**src/rtl/hssl_tx_sync.sv**
```systemverilog
// Transmit-side link synchroniser: ALIGN commas until the far end locks, then frames/IDLE with periodic CC sequences.
// Optional statistics counters are compiled in with HSSL_TX_STATS_EN.
module hssl_tx_sync #(
  parameter int ALIGN_WORDS = 16,
  parameter int CC_INTERVAL = 5000,
  parameter int CC_LEN      = 2
) (
  input  logic        clk,
  input  logic        reset,
  input  logic [1:0]  loss_of_sync_state_in,
  input  logic [31:0] frm_data_in,
  input  logic [3:0]  frm_charisk_in,
  input  logic        frm_vld_in,
  output logic        frm_rdy_out,
  output logic [31:0] tx_data_out,
  output logic [3:0]  tx_charisk_out,
  output logic [1:0]  tx_state_out
`ifdef HSSL_TX_STATS_EN
  ,
  output logic [15:0] cc_seq_cnt_out,
  output logic [7:0]  realign_cnt_out
`endif
);

  localparam int CCW  = $clog2(CC_INTERVAL);
  localparam int AW_W = $clog2(ALIGN_WORDS + 1);

  localparam logic [CCW-1:0]  CC_LAST    = CCW'(CC_INTERVAL - 1);
  localparam logic [AW_W-1:0] ALIGN_DONE = AW_W'(ALIGN_WORDS);
  localparam logic [3:0]      CC_LEN_L   = 4'(CC_LEN);

  localparam logic [31:0] W_ALIGN = 32'h5050_50BC;
  localparam logic [31:0] W_IDLE  = 32'h4A4A_4ABC;
  localparam logic [31:0] W_CC    = 32'h1C1C_1C1C;

  typedef enum logic [1:0] {
    S_RUN   = 2'b00,
    S_CC    = 2'b01,
    S_ALIGN = 2'b10
  } state_e;

  state_e          state_q, state_d;
  logic [31:0]     data_q, data_d;
  logic [3:0]      k_q, k_d;
  logic [AW_W-1:0] align_q, align_d;
  logic [CCW-1:0]  cc_q, cc_d;
  logic [3:0]      len_q, len_d;
  logic            to_align, cc_done;
  logic            loss;

  // 2'b11 is not a legal sync state, so anything with bit 1 set counts as loss.
  assign loss = loss_of_sync_state_in[1];

  always_comb begin
    state_d     = state_q;
    data_d      = W_ALIGN;
    k_d         = 4'b0001;
    align_d     = align_q;
    cc_d        = cc_q;
    len_d       = len_q;
    to_align    = 1'b0;
    cc_done     = 1'b0;
    frm_rdy_out = (state_q == S_RUN) && (cc_q != CC_LAST) && !loss;
    case (state_q)
      S_ALIGN: begin
        cc_d = '0;
        if (align_q != ALIGN_DONE) align_d = align_q + AW_W'(1);
        if (align_q == ALIGN_DONE && loss_of_sync_state_in == 2'b00) state_d = S_RUN;
      end
      S_RUN: begin
        if (loss) begin
          to_align = 1'b1;
        end else if (cc_q == CC_LAST) begin
          state_d = S_CC;
          data_d  = W_CC;
          k_d     = 4'b1111;
          cc_d    = '0;
          len_d   = 4'd1;
        end else begin
          if (frm_vld_in) begin
            data_d = frm_data_in;
            k_d    = frm_charisk_in;
          end else begin
            data_d = W_IDLE;
          end
          cc_d = cc_q + CCW'(1);
        end
      end
      S_CC: begin
        if (loss) begin
          to_align = 1'b1;
        end else if (len_q < CC_LEN_L) begin
          data_d = W_CC;
          k_d    = 4'b1111;
          len_d  = len_q + 4'd1;
        end else begin
          // Exit cycle: rdy is still low here, so no frame can be taken.
          state_d = S_RUN;
          data_d  = W_IDLE;
          cc_d    = CCW'(1);
          cc_done = 1'b1;
        end
      end
      default: to_align = 1'b1;
    endcase
    if (to_align) begin
      state_d = S_ALIGN;
      data_d  = W_ALIGN;
      k_d     = 4'b0001;
      align_d = AW_W'(1);
      cc_d    = '0;
    end
  end

  always_ff @(posedge clk or negedge reset) begin
    if (!reset) begin
      state_q <= S_ALIGN;
      data_q  <= W_ALIGN;
      k_q     <= 4'b0001;
      align_q <= '0;
      cc_q    <= '0;
      len_q   <= '0;
    end else begin
      state_q <= state_d;
      data_q  <= data_d;
      k_q     <= k_d;
      align_q <= align_d;
      cc_q    <= cc_d;
      len_q   <= len_d;
    end
  end

  assign tx_data_out    = data_q;
  assign tx_charisk_out = k_q;
  assign tx_state_out   = state_q;

`ifdef HSSL_TX_STATS_EN
  logic [15:0] ccseq_q;
  logic [7:0]  realign_q;

  always_ff @(posedge clk or negedge reset) begin
    if (!reset) begin
      ccseq_q   <= '0;
      realign_q <= '0;
    end else begin
      if (cc_done && ccseq_q != 16'hFFFF) ccseq_q <= ccseq_q + 16'd1;
      if (to_align && (state_q == S_RUN || state_q == S_CC) && realign_q != 8'hFF)
        realign_q <= realign_q + 8'd1;
    end
  end

  assign cc_seq_cnt_out  = ccseq_q;
  assign realign_cnt_out = realign_q;
`endif

endmodule

```
**config.mk**
```make
export PLATFORM = sky130hd
export DESIGN_NAME = hssl_tx_sync
export DESIGN_NICKNAME = d
export VERILOG_FILES = /design/src/rtl/hssl_tx_sync.sv
export SDC_FILE = /design/constraint.sdc
export NUM_CORES = 1
export LEC_CHECK = 0
export CAP_MARGIN = 25
export CORE_UTILIZATION = 47
export CTS_CLUSTER_SIZE = 30
export DETAILED_ROUTE_END_ITERATION = 6
export PLACE_DENSITY = 0.76
export SYNTH_ARGS = -nofsm -noshare
export SYNTH_HDL_FRONTEND = slang
export SYNTH_SLANG_ARGS = --single-unit
```
**constraint.sdc**
```tcl
create_clock -name clk -period 2.5 [get_ports clk]
set_input_delay 0.5 -clock clk [delete_from_list [all_inputs] [get_ports clk]]
set_output_delay 0.5 -clock clk [all_outputs]
set_load 0.02 [all_outputs]
```
Word level (Yosys, flattened, before mapping):

Cells that the tools add are included.

* register bits: 60
* word-level logic and storage cells: 77

* add/subtract/negate cells: 3
* order comparisons: 1
* equal/unequal tests: 15
* multiplexer cells: 37
* reduce and logical (&&, ||, !) cells: 15

Operator list (number)
* 32-bit 2-to-1 mux: 4
* 13-bit 2-to-1 mux: 5
* 32-bit one-hot mux with 2 select lines: 1
* 31-bit 2-to-1 mux: 2
* 4-bit 2-to-1 mux: 10
* 13-bit one-hot mux with 3 select lines: 1
* 4-bit one-hot mux with 2 select lines: 2
* 5-bit 2-to-1 mux: 3
* 13-bit by 1-bit adder with 13-bit output (second input constant): 1
* 13-bit equality test (second input constant): 1
* 13-bit != test (second input constant): 1
* 2-bit 2-to-1 mux: 6
* 3-bit != test (second input constant): 4
* 2-bit != test (second input constant): 3
* 2-bit one-hot mux with 3 select lines: 1
* 6-bit AND reduction: 1
* 2-bit nonzero test: 3
* 5-bit by 1-bit adder with 5-bit output (second input constant): 1
* 5-bit equality test (second input constant): 1
* 5-bit != test (second input constant): 1
* 5-bit AND reduction: 1
* 4-bit by 1-bit adder with 4-bit output (second input constant): 1
* 2-bit zero test: 2
* 4-bit by 2-bit < comparator with 1-bit output (second input constant): 1
* 12 further kinds: 14

Longest topological paths before layout:

Gate-level depths: netlist of run 1.

* word-level depth: 5
* depth in mapped cells: 9
* gate-level depth less buffers: 7

Worst setup path before layout of run 1:

OpenSTA, ideal clock, no wires.

* kind: reg-to-reg
* start: reg state_q[1], in the netlist tx_state_out[1]
* end: reg cc_q[2]
* setup time: 0.122 ns
* data arrival time: 2.164 ns
* required time: 2.378 ns
* setup slack: 0.215 ns
* cell stages (with the launch flop): 9
* path buffers: 2
* clock period less this slack: 2.285 ns
* path through: dfstp_2 inv_1 ha_1 clkbuf_1 o21ba_2 clkbuf_1 o22ai_1 o21ai_0 a32o_1

* cells in the longest elaborated chain, start to end: 5
* elaborated cells between the ends (all ways): 12
* classes of those cells: eq/ne (5); mux (3); reduce/logical (4)

RTL lines
* from (decl): line 42 `state_e state_q, state_d;`
* from (signal assigned): line 124 `state_q <= state_d;`
* 2-bit by 1-bit equality test with 1-bit output / 2-bit zero test (equally long branches): line 64 `case (state_q)`
* 2-bit OR reduction (no line)
* 1-bit one-hot mux with 2 select lines: line 64
* 3-bit != test (no line) / 4-bit nonzero test (equally long branches)
* 4-bit AND reduction (no line)
* to (signal assigned): line 121 `cc_q <= '0;`
* to (signal assigned): line 128 `cc_q <= cc_d;`
* to (decl): line 46 `logic [CCW-1:0] cc_q, cc_d;`

Several ways; a longest one is shown, not always the timed one.
A chain may end at the register's enable or synchronous reset.

Worst setup path after layout of run 1:

* start: reg cc_q[6]
* end: out frm_rdy_out

* cells in the longest elaborated chain, start to end: 3

RTL lines
* 13-bit != test: line 63 `frm_rdy_out = (state_q == S_RUN) && (cc_q != CC_LAST) && !loss;`
* 1-bit logical AND (2 in series): line 63
* to (decl): line 14 `output logic frm_rdy_out,`

Every way passes these cells.

==> summary.txt, run 1 <==
Util after Layout: 0.721
vias in the first global route: 2366
setup violators final: 0
routed len/inst: 15.6 um
Nets: 409
Final ANT Viol Nets: 0
I/O pin total: 80
PD cells: 802 nW/um2
share of cells above drive strength 1: 0.178
H-tree Lvls: 3
clk buf depth: 2
GP Congestion: 0.864
synth top area cells: dfrtp_1 (42%), dfstp_2 (12%), o21ai_0 (3.6%)
Final period util: 0.962
Die X: 79.1 um
vias: 2385
most common cell after layout, fill and taps aside: clkdlybuf4s50_1
Syn Nets: 307
routed vias/inst: 5.45
unrepaired setup endpoints after global routing: false
syn_area_per_cell: 10.8 um2
Worst setup SP type: flop
status: finished clean
Synth area leader: dfrtp_1
initial antenna violation count: 0
CTS Sinks: 60
Yosys top cell area share: 0.421
sum of negative setup slack: 0 ns
DRC viols: 0
hold_buf cts: 0
VDD IR max: 0.648 mV
WP data required: 2.00 ns
clock-pin slew on the worst setup and hold paths: 0.07 ns
CP arrival: 1.91 ns
commonest cells after routing, fill and taps aside: clkdlybuf4s50_1 (77), dfrtp_1 (47), buf_4 (23)
max-cap violation count: 0
Reg2Reg Setup Slack: 0.21 ns
Layout area overhead: 44.7%
Multi-input gate area: 1190 um2
pin count of the biggest net entering global routing: 61
total power draw: 0.00324 W
worst-case reg-to-reg path depth: 5
# port buffers: 79
Worst R2R End: len_q[0]$_DFFE_PN0P_
Tot GR Track Use: 0.239
Final Hold Vio Count: 0
clock root buffer master: clkbuf_8
placed cell areas: 3810 um2
register area share after synthesis: 0.543
detailed placement HPWL: 4.87 mm
Leak: 1.77 nW
hold slack: 0.172 ns
filler cell count in the final layout: 445
Post-Syn Area: 2800 um2
row cnt: 27
Period minus WS final: 2.41 ns
#FFs+latches synth: 60
Mapped Cells: 259
first-pass GRT wire length: 11.2 mm
Main synth FF type: dfrtp_1
FMAX: 0.416 GHz
Starting DRT DRC Count: 105
CTS tree: yes
crit-path max FO: 2
worst skew pair latency: 0.34 ns
slew margin rel.: 0.638
n_diodes: 0
Least-Margin Pin Slew: 0.541 ns
Yosys Warn Count: 0
Initial DRT Pass Iterations: 4
WS Path Type: flop to primary output
initial core utilization: 0.498
register area: 1520 um2
Worst R2R Start: cc_q[6]$_DFFE_PN0P_
total grt overflow: 0
hold crit path type: input pin to asynchronous set/reset pin
asr flop ratio synth: 1.00
Die Ht: 79.1 um
Final Max Slew Viols: 0
routed wire length: 6.85 mm
Post-synth EDFFs: 0
final instance area: 4040 um2
Critical Path End Type: primary output
die area: 6260 um2
core area: 5610 um2
TritonCTS buffer count: 9
Netlist cell types: 58
Layout Skew: 0.00831 ns
metrics by stage:
step                cells  setup WS [ns]
floorplan             259          0.215
global placement      422        0.00303
detailed placement    422       -0.00314
CTS                   438         0.0189
global route          438        0.00461
finish                438         0.0944
flip-flops by register name, summed over array words and instances (netlist names):
signal / cells
align_q: 5
cc_q: 13
len_q: 4
tx_charisk_out: 4
tx_data_out: 32
tx_state_out: 2
per-layer routing:
layer	global-route usage	up-vias	part of all wire
met3	0.0563	13	0.055
met1	0.288	1124	0.44
met2	0.403	92	0.49
li1	-	1156	-
met4	0.109	0	0.018
met5	0	-	0
final cells by class:
cell class	count	share of cell area
Sequential cell	60	0.375
Inverter	11	0.0102
Clock inverter	3	0.0105
Timing Repair Buffer	103	0.242
Tap cell	72	0.0223
Multi-Input combinational cell	176	0.295
Clock buffer	13	0.0442
Yosys cell counts (all sizes together) (3+ instances only):
library cell and count:
dfstp 13, nand3b 3, nor2b 6, a211oi 4
and3 3, a31oi 9, or3 6, o21bai 3
a41oi 3, nor2 14, nand3 8, a21oi 12
nor4 3, clkbuf 10, nand4 4, dfrtp 47
ha 7, a21o 3, and2 13, xor2 3
inv 11, o21ai 20, o21a 5, nand2 9
report_power, final:
group	leakage (nW)	internal, W	switching, W	total [W]
Sequential	0.776	0.00114	0.0000762	0.00121
Combinational	0.884	0.000506	0.000599	0.00110
Clock	0.112	0.000567	0.000357	0.000924
cells by family after synthesis:
| kind of cell | Yosys count | synth area share |
|---|---|---|
| buffers and inverters | 23 | 0.0340 |
| AOI/OAI and AO/OA | 80 | 0.195 |
| and+or+nand+nor | 83 | 0.175 |
| xor gates and xnor gates | 4 | 0.0125 |
| DFF | 60 | 0.543 |
| adders and majority gates | 7 | 0.0313 |
| muxes | 2 | 0.00895 |
critical path, stage by stage (launching register included):
cell and delay (ns):
dfrtp_1 0.38, or4b_4 0.56, o41ai_4 0.37, inv_1 0.12, buf_6 0.15
worst max path at each step:
stage / start / end / depth (start not counted)
finish: cc_q[6]$_DFFE_PN0P_ / frm_rdy_out / 4
global route: cc_q[6]$_DFFE_PN0P_ / frm_rdy_out / 4
CTS: cc_q[6]$_DFFE_PN0P_ / frm_rdy_out / 4
detailed placement: loss_of_sync_state_in[1] / frm_rdy_out / 5
global placement: loss_of_sync_state_in[1] / frm_rdy_out / 5
floorplan: tx_state_out[1]$_DFFE_PN1P_ / cc_q[2]$_DFFE_PN0P_ / 8
what timing repair did:
| action | 4_1_cts | 5_1_grt |
|---|---|---|
| gates cloned | 0 | 0 |
| pin swaps | 1 | 1 |
| buffers inserted | 0 | 0 |
| gates resized for setup | 5 | 2 |
| setup endpoints to repair | 1 | 1 |
(Power assumes the default switching activity.)
==> inputs of run 2 (changes only) <==
--- a/config.mk
+++ b/config.mk
@@ -9,6 +9,7 @@
 export CORE_UTILIZATION = 47
 export CTS_CLUSTER_SIZE = 30
 export DETAILED_ROUTE_END_ITERATION = 6
+export HOLD_SLACK_MARGIN = 0.12
 export PLACE_DENSITY = 0.76
 export SYNTH_ARGS = -nofsm -noshare
 export SYNTH_HDL_FRONTEND = slang
==> constraint.sdc (replaced) <==
create_clock -name clk -period 2.7 [get_ports clk]
set_input_delay 0.54 -clock clk [delete_from_list [all_inputs] [get_ports clk]]
set_output_delay 0.54 -clock clk [all_outputs]
set_load 0.02 [all_outputs]
==> summary.txt, run 2 (synthesized netlist as in run 1, its figures left out) <==
I/O pin total: 80 (unchanged)
filler cell count in the final layout: 437 (-1.8%)
initial antenna violation count: 0 (unchanged)
Reg2Reg Setup Slack: 0.38 ns (+0.17 ns)
sum of negative setup slack: 0 ns (unchanged)
Placed Cells: 413 (-2.1%)
Starting DRT DRC Count: 98 (-6.7%)
clock-pin slew on the worst setup and hold paths: 0.07 ns (about the same)
Clock Power Share: 0.278 (-0.007)
crit-path max FO: 4 (+2)
clk buf depth: 2 (unchanged)
CTS tree: yes
Worst setup SP type: flop
hold_buf cts: 0 (unchanged)
Gate power share: 0.333 (-0.008)
most common cell after layout, fill and taps aside: clkdlybuf4s50_1
core area: 5610 um2 (unchanged)
Sw Ratio: 0.328 (+0.00947)
Initial DRT Pass Iterations: 5 (+1)
# port buffers: 79 (unchanged)
Least-Margin Pin Slew: 0.729 ns (+0.187 ns)
clock root buffer master: clkbuf_8
Critical Path End Type: primary output
FMAX: 0.400 GHz
Largest register FFs: 32 (unchanged)
detailed placement HPWL: 4.83 mm (-0.73%)
commonest cells after routing, fill and taps aside: clkdlybuf4s50_1 (77), dfrtp_1 (47), o21ai_0 (20)
TritonCTS buffer count: 9 (unchanged)
Die Ht: 79.1 um (unchanged)
setup violators final: 0 (unchanged)
CP arrival: 1.96 ns (+0.05 ns)
max-cap violation count: 0 (unchanged)
vias: 2416 (+1.3%)
Final Max Slew Viols: 0 (unchanged)
routed wire length: 6.70 mm (-2.2%)
VDD IR max: 0.564 mV (-13%)
PD cells: 738 nW/um2 (-7.9%)
H-tree Lvls: 3 (unchanged)
share of cells above drive strength 1: 0.157 (-0.0207)
Die X: 79.1 um (unchanged)
WP data required: 2.16 ns (+0.16 ns)
first-pass GRT wire length: 10.9 mm (-2.7%)
CTS Sinks: 60 (unchanged)
Util after Layout: 0.702 (-0.0190)
Final period util: 0.926
worst skew pair latency: 0.33 ns (about the same)
vias in the first global route: 2277 (-3.8%)
Net Sw Power: 0.000953 W (-7.7%)
Worst Setup Slack, final: 0.199 ns (+0.104 ns)
routed len/inst: 15.6 um (-0.17%)
Sequential Power Share: 0.388 (+0.014)
WS Path Type: flop to primary output
initial core utilization: 0.498 (unchanged)
routed vias/inst: 5.63 (+3.4%)
status: finished clean
Layout area overhead: 40.9%
Final Hold Vio Count: 0 (unchanged)
dpl ws: 0.102 ns (+0.106 ns)
Leak: 1.72 nW (-3.1%)
row cnt: 27 (unchanged)
hold crit path type: input pin to asynchronous set/reset pin
Period minus WS final: 2.50 ns
n_diodes: 0 (unchanged)
die area: 6260 um2 (unchanged)
DRC viols: 0 (unchanged)
slew margin rel.: 0.514 (-0.123)
hold slack: 0.352 ns (+0.180 ns)
Tot GR Track Use: 0.229 (-0.00949)
Pint: 0.00195 W (-12%)
Nets: 400 (-2.2%)
pin count of the biggest net entering global routing: 61 (unchanged)
GP Congestion: 0.895 (+3.6%)
Final ANT Viol Nets: 0 (unchanged)
Finished Layout Cells: 429 (-2.1%)
Layout Skew: 0.00674 ns (-0.00156 ns)
total grt overflow: 0 (unchanged)
unrepaired setup endpoints after global routing: false
## run 2: cell types whose count changed in the layout (fill, tap and decap cells not counted)
cell / change
buf_4: -8
clkinv_2: +3
clkbuf_8: -2
buf_12: -1
buf_6: -1
clkbuf_2: +1
clkinvlp_4: -1
## run 2: power by group through the flow
stage               Combinational, W  Sequential [W]  Clock [W]
finish                      0.000969         0.00113   0.000809
global route                 0.00105         0.00114   0.000875
CTS                         0.000973         0.00113   0.000827
detailed placement          0.000965         0.00114          0
global placement            0.000942         0.00114          0
floorplan                   0.000447         0.00124          0
## run 2: repair_timing
item,4_1_cts,5_1_grt
hold endpoints to repair,0,0
setup buffers,0,0
pin swaps,0,0
endpoints found under the setup margin,1,1
cloned,0,0
resized for setup,2,2
## run 2: worst paths after layout
kind	startpoint	endpoint	cells after the start
max	cc_q[11]$_DFFE_PN0P_	frm_rdy_out	4
min in group clk	cc_q[12]$_DFFE_PN0P_	cc_q[12]$_DFFE_PN0P_	1
min reg2reg	cc_q[12]$_DFFE_PN0P_	cc_q[12]$_DFFE_PN0P_	1
min	reset	tx_charisk_out[3]$_DFF_PN0_	2
max in group asynchronous	reset	tx_charisk_out[1]$_DFF_PN0_	2
max reg2reg	tx_state_out[1]$_DFFE_PN1P_	cc_q[2]$_DFFE_PN0P_	7
## run 2: through the flow
stage                     instance area (um2)  power (W)
after floorplan                          2800    0.00169
after global placement                   3730    0.00208
after detailed placement                 3730    0.00211
after CTS                                3940    0.00293
after global routing                     3940    0.00307
final                                    3940    0.00291
## run 2: final cells by class
class | instances | area [um2] | area share
Inverter | 11 | 41.3 | 0.0105
Sequential cell | 60 | 1520 | 0.385
Timing Repair Buffer | 94 | 893 | 0.227
Multi-Input combinational cell | 176 | 1190 | 0.303
Tap cell | 72 | 90.1 | 0.0229
Clock buffer | 11 | 151 | 0.0384
Clock inverter | 5 | 50.0 | 0.0127
## run 2: critical path: stages, from the launching register on
cell,delay [ns]
dfrtp_1,0.41
or4b_4,0.57
o41ai_4,0.38
inv_1,0.10
clkbuf_2,0.16
## run 2: per-layer routing
metal,track usage,vias up,routed length (um)
met3,0.0598,12,341
met4,0.0855,0,121
met2,0.372,77,3230
met5,0,-,0
li1,-,1143,-
met1,0.294,1184,3010
